==> src/rtl/spi_master_engine.sv <==
`default_nettype none
// ============================================================================
// Module   : spi_master_engine
// Purpose  : Single-command SPI master; shifts one word out on mosi and
//            returns the word sampled on miso with a one-cycle pulse.
// Revision : 1.0
// ============================================================================
module spi_master_engine #(
    parameter int DATA_W = 32,
    parameter int LEN_W  = 5,
    parameter int DIV_W  = 8
) (
    input  logic              clk,
    input  logic              rst_n,
    input  logic              cmd_valid,
    output logic              cmd_ready,
    input  logic [DATA_W-1:0] cmd_data,
    input  logic [LEN_W-1:0]  cmd_len,
    input  logic              cmd_cpol,
    input  logic              cmd_cpha,
    input  logic [DIV_W-1:0]  cmd_div,
    input  logic              cmd_cs_hold,
    output logic              rsp_valid,
    output logic [DATA_W-1:0] rsp_data,
    output logic              busy,
    output logic              sclk,
    output logic              cs_n,
    output logic              mosi,
    input  logic              miso
);

    localparam logic [2:0] S_IDLE  = 3'd0;
    localparam logic [2:0] S_SETUP = 3'd1;
    localparam logic [2:0] S_SHIFT = 3'd2;
    localparam logic [2:0] S_HOLD  = 3'd3;
    localparam logic [2:0] S_DONE  = 3'd4;

    logic [2:0]        r_state;
    logic [2:0]        w_next;
    logic [DATA_W-1:0] r_tx;
    logic [DATA_W-1:0] r_rx;
    logic [DATA_W-1:0] r_rsp_data;
    logic [LEN_W-1:0]  r_len;
    logic [LEN_W-1:0]  r_bit;
    logic [LEN_W:0]    r_edge;
    logic [DIV_W-1:0]  r_div;
    logic [DIV_W-1:0]  r_cnt;
    logic              r_cpha;
    logic              r_hold;
    logic              r_sclk;
    logic              r_cs_n;
    logic              r_mosi;
    logic              w_accept;
    logic              w_expire;
    logic              w_last_edge;
    logic              w_leading;
    logic              w_timed;
    logic [LEN_W-1:0]  w_bit_m1;

    assign w_accept    = cmd_valid && (r_state == S_IDLE);
    assign w_expire    = (r_cnt == r_div);
    assign w_last_edge = (r_edge == {r_len, 1'b1});
    assign w_leading   = ~r_edge[0];
    assign w_timed     = (r_state == S_SETUP) || (r_state == S_SHIFT) || (r_state == S_HOLD);
    assign w_bit_m1    = r_bit - 1'b1;

    assign sclk     = r_sclk;
    assign cs_n     = r_cs_n;
    assign mosi     = r_mosi;
    assign rsp_data = r_rsp_data;

    always_ff @(posedge clk or negedge rst_n) begin
        if (!rst_n) begin
            r_state <= S_IDLE;
        end else begin
            r_state <= w_next;
        end
    end

    always_comb begin
        w_next = r_state;
        case (r_state)
            S_IDLE:  if (w_accept) w_next = S_SETUP;
            S_SETUP: if (w_expire) w_next = S_SHIFT;
            S_SHIFT: if (w_expire && w_last_edge) w_next = S_HOLD;
            S_HOLD:  if (w_expire) w_next = S_DONE;
            S_DONE:  w_next = S_IDLE;
            default: w_next = S_IDLE;
        endcase
    end

    always_comb begin
        cmd_ready = (r_state == S_IDLE);
        busy      = (r_state != S_IDLE);
        rsp_valid = (r_state == S_DONE);
    end

    always_ff @(posedge clk or negedge rst_n) begin
        if (!rst_n) begin
            r_tx       <= '0;
            r_rx       <= '0;
            r_rsp_data <= '0;
            r_len      <= '0;
            r_bit      <= '0;
            r_edge     <= '0;
            r_div      <= '0;
            r_cnt      <= '0;
            r_cpha     <= 1'b0;
            r_hold     <= 1'b0;
            r_sclk     <= 1'b0;
            r_cs_n     <= 1'b1;
            r_mosi     <= 1'b0;
        end else begin
            if (w_timed && !w_expire) begin
                r_cnt <= r_cnt + 1'b1;
            end else begin
                r_cnt <= '0;
            end

            case (r_state)
                S_IDLE: begin
                    if (w_accept) begin
                        r_tx   <= cmd_data;
                        r_rx   <= '0;
                        r_len  <= cmd_len;
                        r_bit  <= cmd_len;
                        r_edge <= '0;
                        r_div  <= cmd_div;
                        r_cpha <= cmd_cpha;
                        r_hold <= cmd_cs_hold;
                        r_cs_n <= 1'b0;
                        // The sclk register doubles as the latched polarity; a held
                        // chip select keeps the polarity of the earlier transfer.
                        if (r_cs_n) begin
                            r_sclk <= cmd_cpol;
                        end
                        if (!cmd_cpha) begin
                            r_mosi <= cmd_data[cmd_len];
                        end
                    end
                end
                S_SHIFT: begin
                    if (w_expire) begin
                        r_sclk <= ~r_sclk;
                        r_edge <= r_edge + 1'b1;
                        if (w_leading ^ r_cpha) begin
                            r_rx <= {r_rx[DATA_W-2:0], miso};
                        end else if (r_cpha) begin
                            r_mosi <= r_tx[r_bit];
                            r_bit  <= w_bit_m1;
                        end else if (!w_last_edge) begin
                            r_mosi <= r_tx[w_bit_m1];
                            r_bit  <= w_bit_m1;
                        end
                    end
                end
                S_HOLD: begin
                    if (w_expire) begin
                        r_rsp_data <= r_rx;
                        if (!r_hold) begin
                            r_cs_n <= 1'b1;
                            r_mosi <= 1'b0;
                        end
                    end
                end
                default: begin
                end
            endcase
        end
    end

endmodule
`default_nettype wire
==> config.mk <==
export PLATFORM = sky130hd
export DESIGN_NAME = spi_master_engine
export DESIGN_NICKNAME = d
export VERILOG_FILES = /design/src/rtl/spi_master_engine.sv
export SDC_FILE = /design/constraint.sdc
export NUM_CORES = 1
export LEC_CHECK = 0
export CAP_MARGIN = 20
export CORE_ASPECT_RATIO = 0.75
export CORE_MARGIN = 4
export CORE_UTILIZATION = 35
export CTS_CLUSTER_SIZE = 24
export DETAILED_ROUTE_END_ITERATION = 7
export PLACE_DENSITY = 0.61
export SLEW_MARGIN = 25
export SYNTH_ARGS = -nofsm -noshare
export SYNTH_HDL_FRONTEND = slang
export SYNTH_SLANG_ARGS = --single-unit
==> constraint.sdc <==
create_clock -name clk -period 3.2 [get_ports clk]
set_input_delay 0.32 -clock clk [delete_from_list [all_inputs] [get_ports clk]]
set_output_delay 0.32 -clock clk [all_outputs]
set_load 0.02 [all_outputs]
==> results of run 1 <==
stage by stage:
stage / worst slack [ns] / utilization (%)
finish: 0.719 / 45.2
global route: 0.412 / 45.2
CTS: 0.706 / 45.2
detailed placement: 0.547 / 41.9
global placement: 0.600 / 41.9
floorplan: 0.857 / -
state kept, by name (all words and copies together), names as in the netlist:
name	count
r_hold	1
r_cpha	1
mosi	1
r_rx	32
r_bit	5
cs_n	1
rsp_data	32
sclk	1
r_div	8
r_tx	32
r_len	5
r_state	3
r_edge	6
r_cnt	8
power breakdown:
group | leakage (nW) | internal, W | switching (W)
combinational | 2.01 | 0.0000885 | 0.0000823
clock | 0.293 | 0.00125 | 0.000766
sequential | 1.81 | 0.00174 | 0.0000128
path summary, 6_finish.rpt:
kind	endpoint	startpoint	slack [ns]	cells after the start
max	r_rx[3]	r_state[0]	0.72	6
min	r_rx[8]	rst_n	0.30	2
max reg2reg	r_rx[3]	r_state[0]	0.72	6
min reg2reg	r_div[2]	r_div[2]	0.50	2
max in group asynchronous	r_div[0]	rst_n	2.01	3
min in group clk	r_div[0]	cmd_div[0]	0.44	3
per-layer routing:
metal  wire length (microns)  vias up
met4                     185        0
met3                     771       22
met2                    7270      130
met5                       0        -
li1                        -     2341
met1                    7620     2411
cell usage after synthesis, types with 4 or more instances:
library cell	n	share of area (%)
o21ai_0	33	2.5
dfrtp_1	135	50
buf_2	15	1.1
nor2_1	21	1.2
mux4_2	23	7.7
clkbuf_1	17	0.95
mux2_2	7	1.2
inv_1	11	0.62
o21ai_1	6	0.45
xnor2_1	10	1.3
nand3_1	9	0.67
and3_1	4	0.37
nand2_1	220	12
a31oi_1	5	0.47
a21oi_1	7	0.52
and2_1	4	0.37
mux2_4	28	6.3
nor3_1	4	0.30
xor2_1	17	2.2
mux2i_1	13	1.9
logic make-up (layout without fill, tap and decap cells):
family                   count (synthesis)  in the layout  synth area share, %
AND/OR/NAND/NOR                        279            279                 17.4
XOR/XNOR                                27             27                 3.52
AO/OA/AOI/OAI                           76             76                 7.14
flip-flops                             136            136                 50.7
multiplexers                            71             71                 17.1
adder cells (fa/ha/maj)                  3              3                0.560
buffers and inverters                   51            145                 3.54
layout make-up:
type,instances,area [sq um],share of cell area [%]
inverter,11,41.3,0.489
clock inverter,14,171,2.03
clock buffer,18,439,5.20
multi-input combinational,456,3080,36.5
tap,247,309,3.66
timing repair buffer,102,1000,11.9
sequential,136,3400,40.3
cells in the final DEF (no fill, tap or decap), types with 10 or more instances in the layout:
master           instances
nand2_1                220
dfrtp_1                135
clkdlybuf4s50_1         88
o21ai_0                 33
mux2_4                  28
mux4_2                  23
nor2_1                  21
xor2_1                  17
clkbuf_16               17
mux2i_1                 13
buf_4                   12
inv_1                   11
xnor2_1                 10
critical path, cell delays in order, from the launching register on:
cell,delay [ns]
dfrtp_1,0.59
or3b_1,0.38
a21oi_2,0.07
o21a_1,0.15
o22ai_4,0.64
buf_4,0.37
o21ai_0,0.13
==> flow_metrics.env, run 1 <==
export IMPL_area_growth_pct=25.9
export IMPL_postCtsSetupBuffers=0
export IMPL_final_cell_area_sq_um=8450
export IMPL_synthFlopType="dfrtp_1"
export IMPL_finalSetupViolCount=0
export IMPL_tns_ns=0
export IMPL_wirelength_microns=15800
export IMPL_yosysSeqAreaShare_pct=50.7
export IMPL_grt_max_degree=74
export IMPL_initial_core_util_pct=35.9
export IMPL_crit_path_start_kind="flop"
export IMPL_drt_iter0_drc=276
export IMPL_hold_viol=0
export IMPL_syn_cell_area_sq_um=6710
export IMPL_yosysUniqueCellTypes=56
export IMPL_async_flop_share_pct=100
export IMPL_use_met2_pct=23.1
export IMPL_grt_pass1_wl_microns=26300
export IMPL_irDropWorstVdd_mv=0.267
export IMPL_report_final_slew_viol_count=0
export IMPL_clk_pin_slew_ns=0.06
export IMPL_grt_overflow=0
export IMPL_outcome="completed"
export IMPL_drive_gt1_share_pct=15.2
export IMPL_post_dp_cell_area_sq_um=7830
export IMPL_n_antenna_cell=0
export IMPL_antenna_found_initial=0
export IMPL_post_cts_resized=0
export IMPL_rsz0062_at_grt="false"
export IMPL_totalPowerFinal_w=0.00393
export IMPL_die_h_microns=128
export IMPL_drc=0
export IMPL_place_gp_congestion=0.843
export IMPL_syn_avg_cell_area_sq_um=10.4
export IMPL_min_path_type="input port to async pin"
export IMPL_clk_path_buf_depth=2
export IMPL_fin_crit_ns=2.48
export IMPL_worst_slew_pin_slew_ns=0.837
export IMPL_fp_row_count=43
export IMPL_synth_nets=698
export IMPL_cts_tree="done"
export IMPL_netlist_instances=643
export IMPL_ctsRootBufferMaster="clkbuf_16"
export IMPL_worst_setup_path_type="flop to flop"
export IMPL_powerDensity_nw_per_um2=466
export IMPL_via_count=4904
export IMPL_fin_cells=984
export IMPL_cp_max_fo=39
export IMPL_nets=779
export IMPL_hpwl_microns=11100
export IMPL_dieArea_sq_um=21500
export IMPL_period_share_pct=77.5
export IMPL_worstPathArrival_ns=2.76
export IMPL_die_x_microns=168
export IMPL_avgRoutedWirePerCell_microns=16.1
export IMPL_grtUsageMet3_pct=3.42
export IMPL_cts_inserted_buffers=17
export IMPL_fillCellCount=1726
export IMPL_antenna_left=0
export IMPL_hold_ws_ns=0.297
export IMPL_via_per_inst=4.98
export IMPL_max_freq_mhz=403
export IMPL_slew_headroom_pct=44.2
export IMPL_first_pass_iters=5
export IMPL_cts_hold_fix_buffers=1
export IMPL_grt_pass1_vias=5014
export IMPL_worstSetupEndpointType="flop"
export IMPL_coreArea_sq_um=18700
export IMPL_leakagePower_nw=4.11
export IMPL_grt_busiest_layer="met2"
export IMPL_clock_sinks=136
export IMPL_fin_skew_ns=0.0111
export IMPL_synth_warnings=0
export IMPL_io_buffers=89
export IMPL_grt_met1_usage_pct=21.9
export IMPL_cp_data_required_time_ns=3.48
export IMPL_grt_usage_pct=15.4
export IMPL_htree_levels=4
export IMPL_io_pins=90
export IMPL_dp_cells=951
export IMPL_clock_latency_ns=0.42
export IMPL_maxCapViolCount=0
export IMPL_synth_edff_count=0
export IMPL_synth_seq_cells=136
Note: power is estimated with default switching activity, not from simulation.
==> inputs of run 2 (changes only) <==
clock period = 2.5 ns   (was 3.2 ns; I/O delays follow)
==> run 2 against run 1 <==
Final area up 0.47%. Worst setup slack worse by 0.59 ns. Count of clock-buffer cells in the layout down 1. Largest cell class unchanged. Highest routed layer unchanged.
==> flow_metrics.env, run 2 (synthesized netlist as in run 1, its figures left out) <==
export IMPL_place_gp_congestion=0.877
export IMPL_post_cts_resized=0
export IMPL_powerDensity_nw_per_um2=583
export IMPL_layout_commonest_cell="nand2_1"
export IMPL_dp_cells=955
export IMPL_report_final_slew_viol_count=0
export IMPL_worst_path_buf_inv=1
export IMPL_rsz0062_at_grt="false"
export IMPL_finalSetupViolCount=0
export IMPL_grt_usage_pct=15.4
export IMPL_cp_max_fo=11
export IMPL_grt_max_degree=125
export IMPL_area_growth_pct=26.5
export IMPL_wirelength_microns=15800
export IMPL_slew_headroom_pct=56.0
export IMPL_crit_path_start_kind="flop"
export IMPL_outcome="completed"
export IMPL_path_cells="nor3_2 -> clkdlybuf4s50_1"
export IMPL_irDropWorstVdd_mv=0.367
export IMPL_worstPathArrival_ns=2.12
export IMPL_ctsRootBufferMaster="clkbuf_16"
export IMPL_final_cell_mix="nand2_1, dfrtp_1, clkdlybuf4s50_1"
export IMPL_period_share_pct=94.7
export IMPL_nets=783
export IMPL_leakagePower_nw=4.13
export IMPL_worstSetupEndpointType="primary output"
export IMPL_clock_sinks=136
export IMPL_totalPowerFinal_w=0.00495
export IMPL_drive_gt1_share_pct=15.7
export IMPL_tns_ns=0
export IMPL_io_pins=90
export IMPL_slowest_stage="clkdlybuf4s50_1"
export IMPL_avgRoutedWirePerCell_microns=16.0
export IMPL_post_dp_cell_area_sq_um=7890
export IMPL_critical_path_top_delay_family="buffers and inverters"
export IMPL_worst_slew_pin_slew_ns=0.660
export IMPL_initial_core_util_pct=35.9
export IMPL_clk_path_buf_depth=2
export IMPL_cts_inserted_buffers=17
export IMPL_first_pass_iters=4
export IMPL_drc=0
export IMPL_via_count=4900
export IMPL_die_x_microns=168
export IMPL_fin_crit_ns=2.37
export IMPL_antenna_found_initial=0
export IMPL_hold_viol=0
export IMPL_clock_latency_ns=0.42
export IMPL_fin_util_pct=45.5
export IMPL_coreArea_sq_um=18700
export IMPL_antenna_left=0
export IMPL_clk_pin_slew_ns=0.07
export IMPL_drt_iter0_drc=295
export IMPL_fin_cells=988
export IMPL_grt_overflow=0
export IMPL_maxCapViolCount=0
export IMPL_max_freq_mhz=423
export IMPL_grt_pass1_wl_microns=26500
export IMPL_final_cell_area_sq_um=8490
export IMPL_max_stage_delay_ns=0.69
export IMPL_grt_pass1_vias=4974
export IMPL_cp_data_required_time_ns=2.25
export IMPL_via_per_inst=4.96
export IMPL_hpwl_microns=11100
export IMPL_fin_skew_ns=0.00624
export IMPL_min_path_type="input port to async pin"
export IMPL_die_h_microns=128
export IMPL_n_antenna_cell=0
export IMPL_cts_tree="done"
export IMPL_dieArea_sq_um=21500
export IMPL_worst_setup_path_type="flop to primary output"
export IMPL_htree_levels=4
export IMPL_fp_row_count=43
export IMPL_io_buffers=89
export IMPL_postCtsSetupBuffers=0
run 2: cell types whose count changed in the layout (fill, tap and decap cells not counted), sizes merged:
cell	change
buf	+4
bufinv	-2
clkbuf	-1
clkinv	-6
clkinvlp	+1
inv	+8
run 2: area by class of cell:
cell class | instances | area, sq um
Clock buffer | 17 | 425
Inverter | 11 | 41.3
Sequential cell | 136 | 3400
Clock inverter | 15 | 158
Timing Repair Buffer | 106 | 1070
Multi-Input combinational cell | 456 | 3080
Fill cell | 1713 | 10200
Tap cell | 247 | 309
run 2: worst paths after layout:
path,from,end,slack (ns),cells past startpoint
max in group asynchronous,rst_n,r_tx[28],1.39,3
worst max register to register,r_cnt[5],mosi,0.37,6
min in group clk,cmd_div[3],r_div[3],0.36,3
worst max-delay path,r_state[0],cmd_ready,0.13,2
worst min register to register,r_div[5],r_div[5],0.50,2
worst min-delay path,rst_n,r_rx[9],0.22,2
run 2: report_power, final:
group / total, W / internal (W) / switching, W
logic: 0.000216 / 0.000113 / 0.000103
registers: 0.00224 / 0.00222 / 0.0000161
clock network: 0.00250 / 0.00141 / 0.00108
total: 0.00495 / 0.00375 / 0.00120
run 2: timing repair:
action | CTS | global route
hold endpoints to repair | 12 | 0
hold buffers | 1 | 0
endpoints found under the setup margin | 0 | 0
run 2: per-layer routing:
layer / GRT usage, % / up-vias / wire length, microns
met5: 0 / - / 0
met4: 3.72 / 0 / 146
met3: 4.50 / 12 / 796
met2: 23.6 / 110 / 7400
met1: 21.7 / 2422 / 7490
li1: - / 2356 / -
run 2: worst register-to-register path, cell delays in order, from the launching register on:
cell and delay, ns:
dfrtp_1 0.45, xor2_1 0.20, nor4_2 0.39, nand2_1 0.21, o21ai_0 0.44, and3_1 0.24, a31oi_1 0.08
run 2: through the flow:
stage	hold slack (ns)	worst slack, ns
floorplan	-0.0456	0.157
global placement	0.110	0.120
detailed placement	0.115	0.0876
CTS	0.202	0.129
global route	0.222	0.0450
finish	0.216	0.133
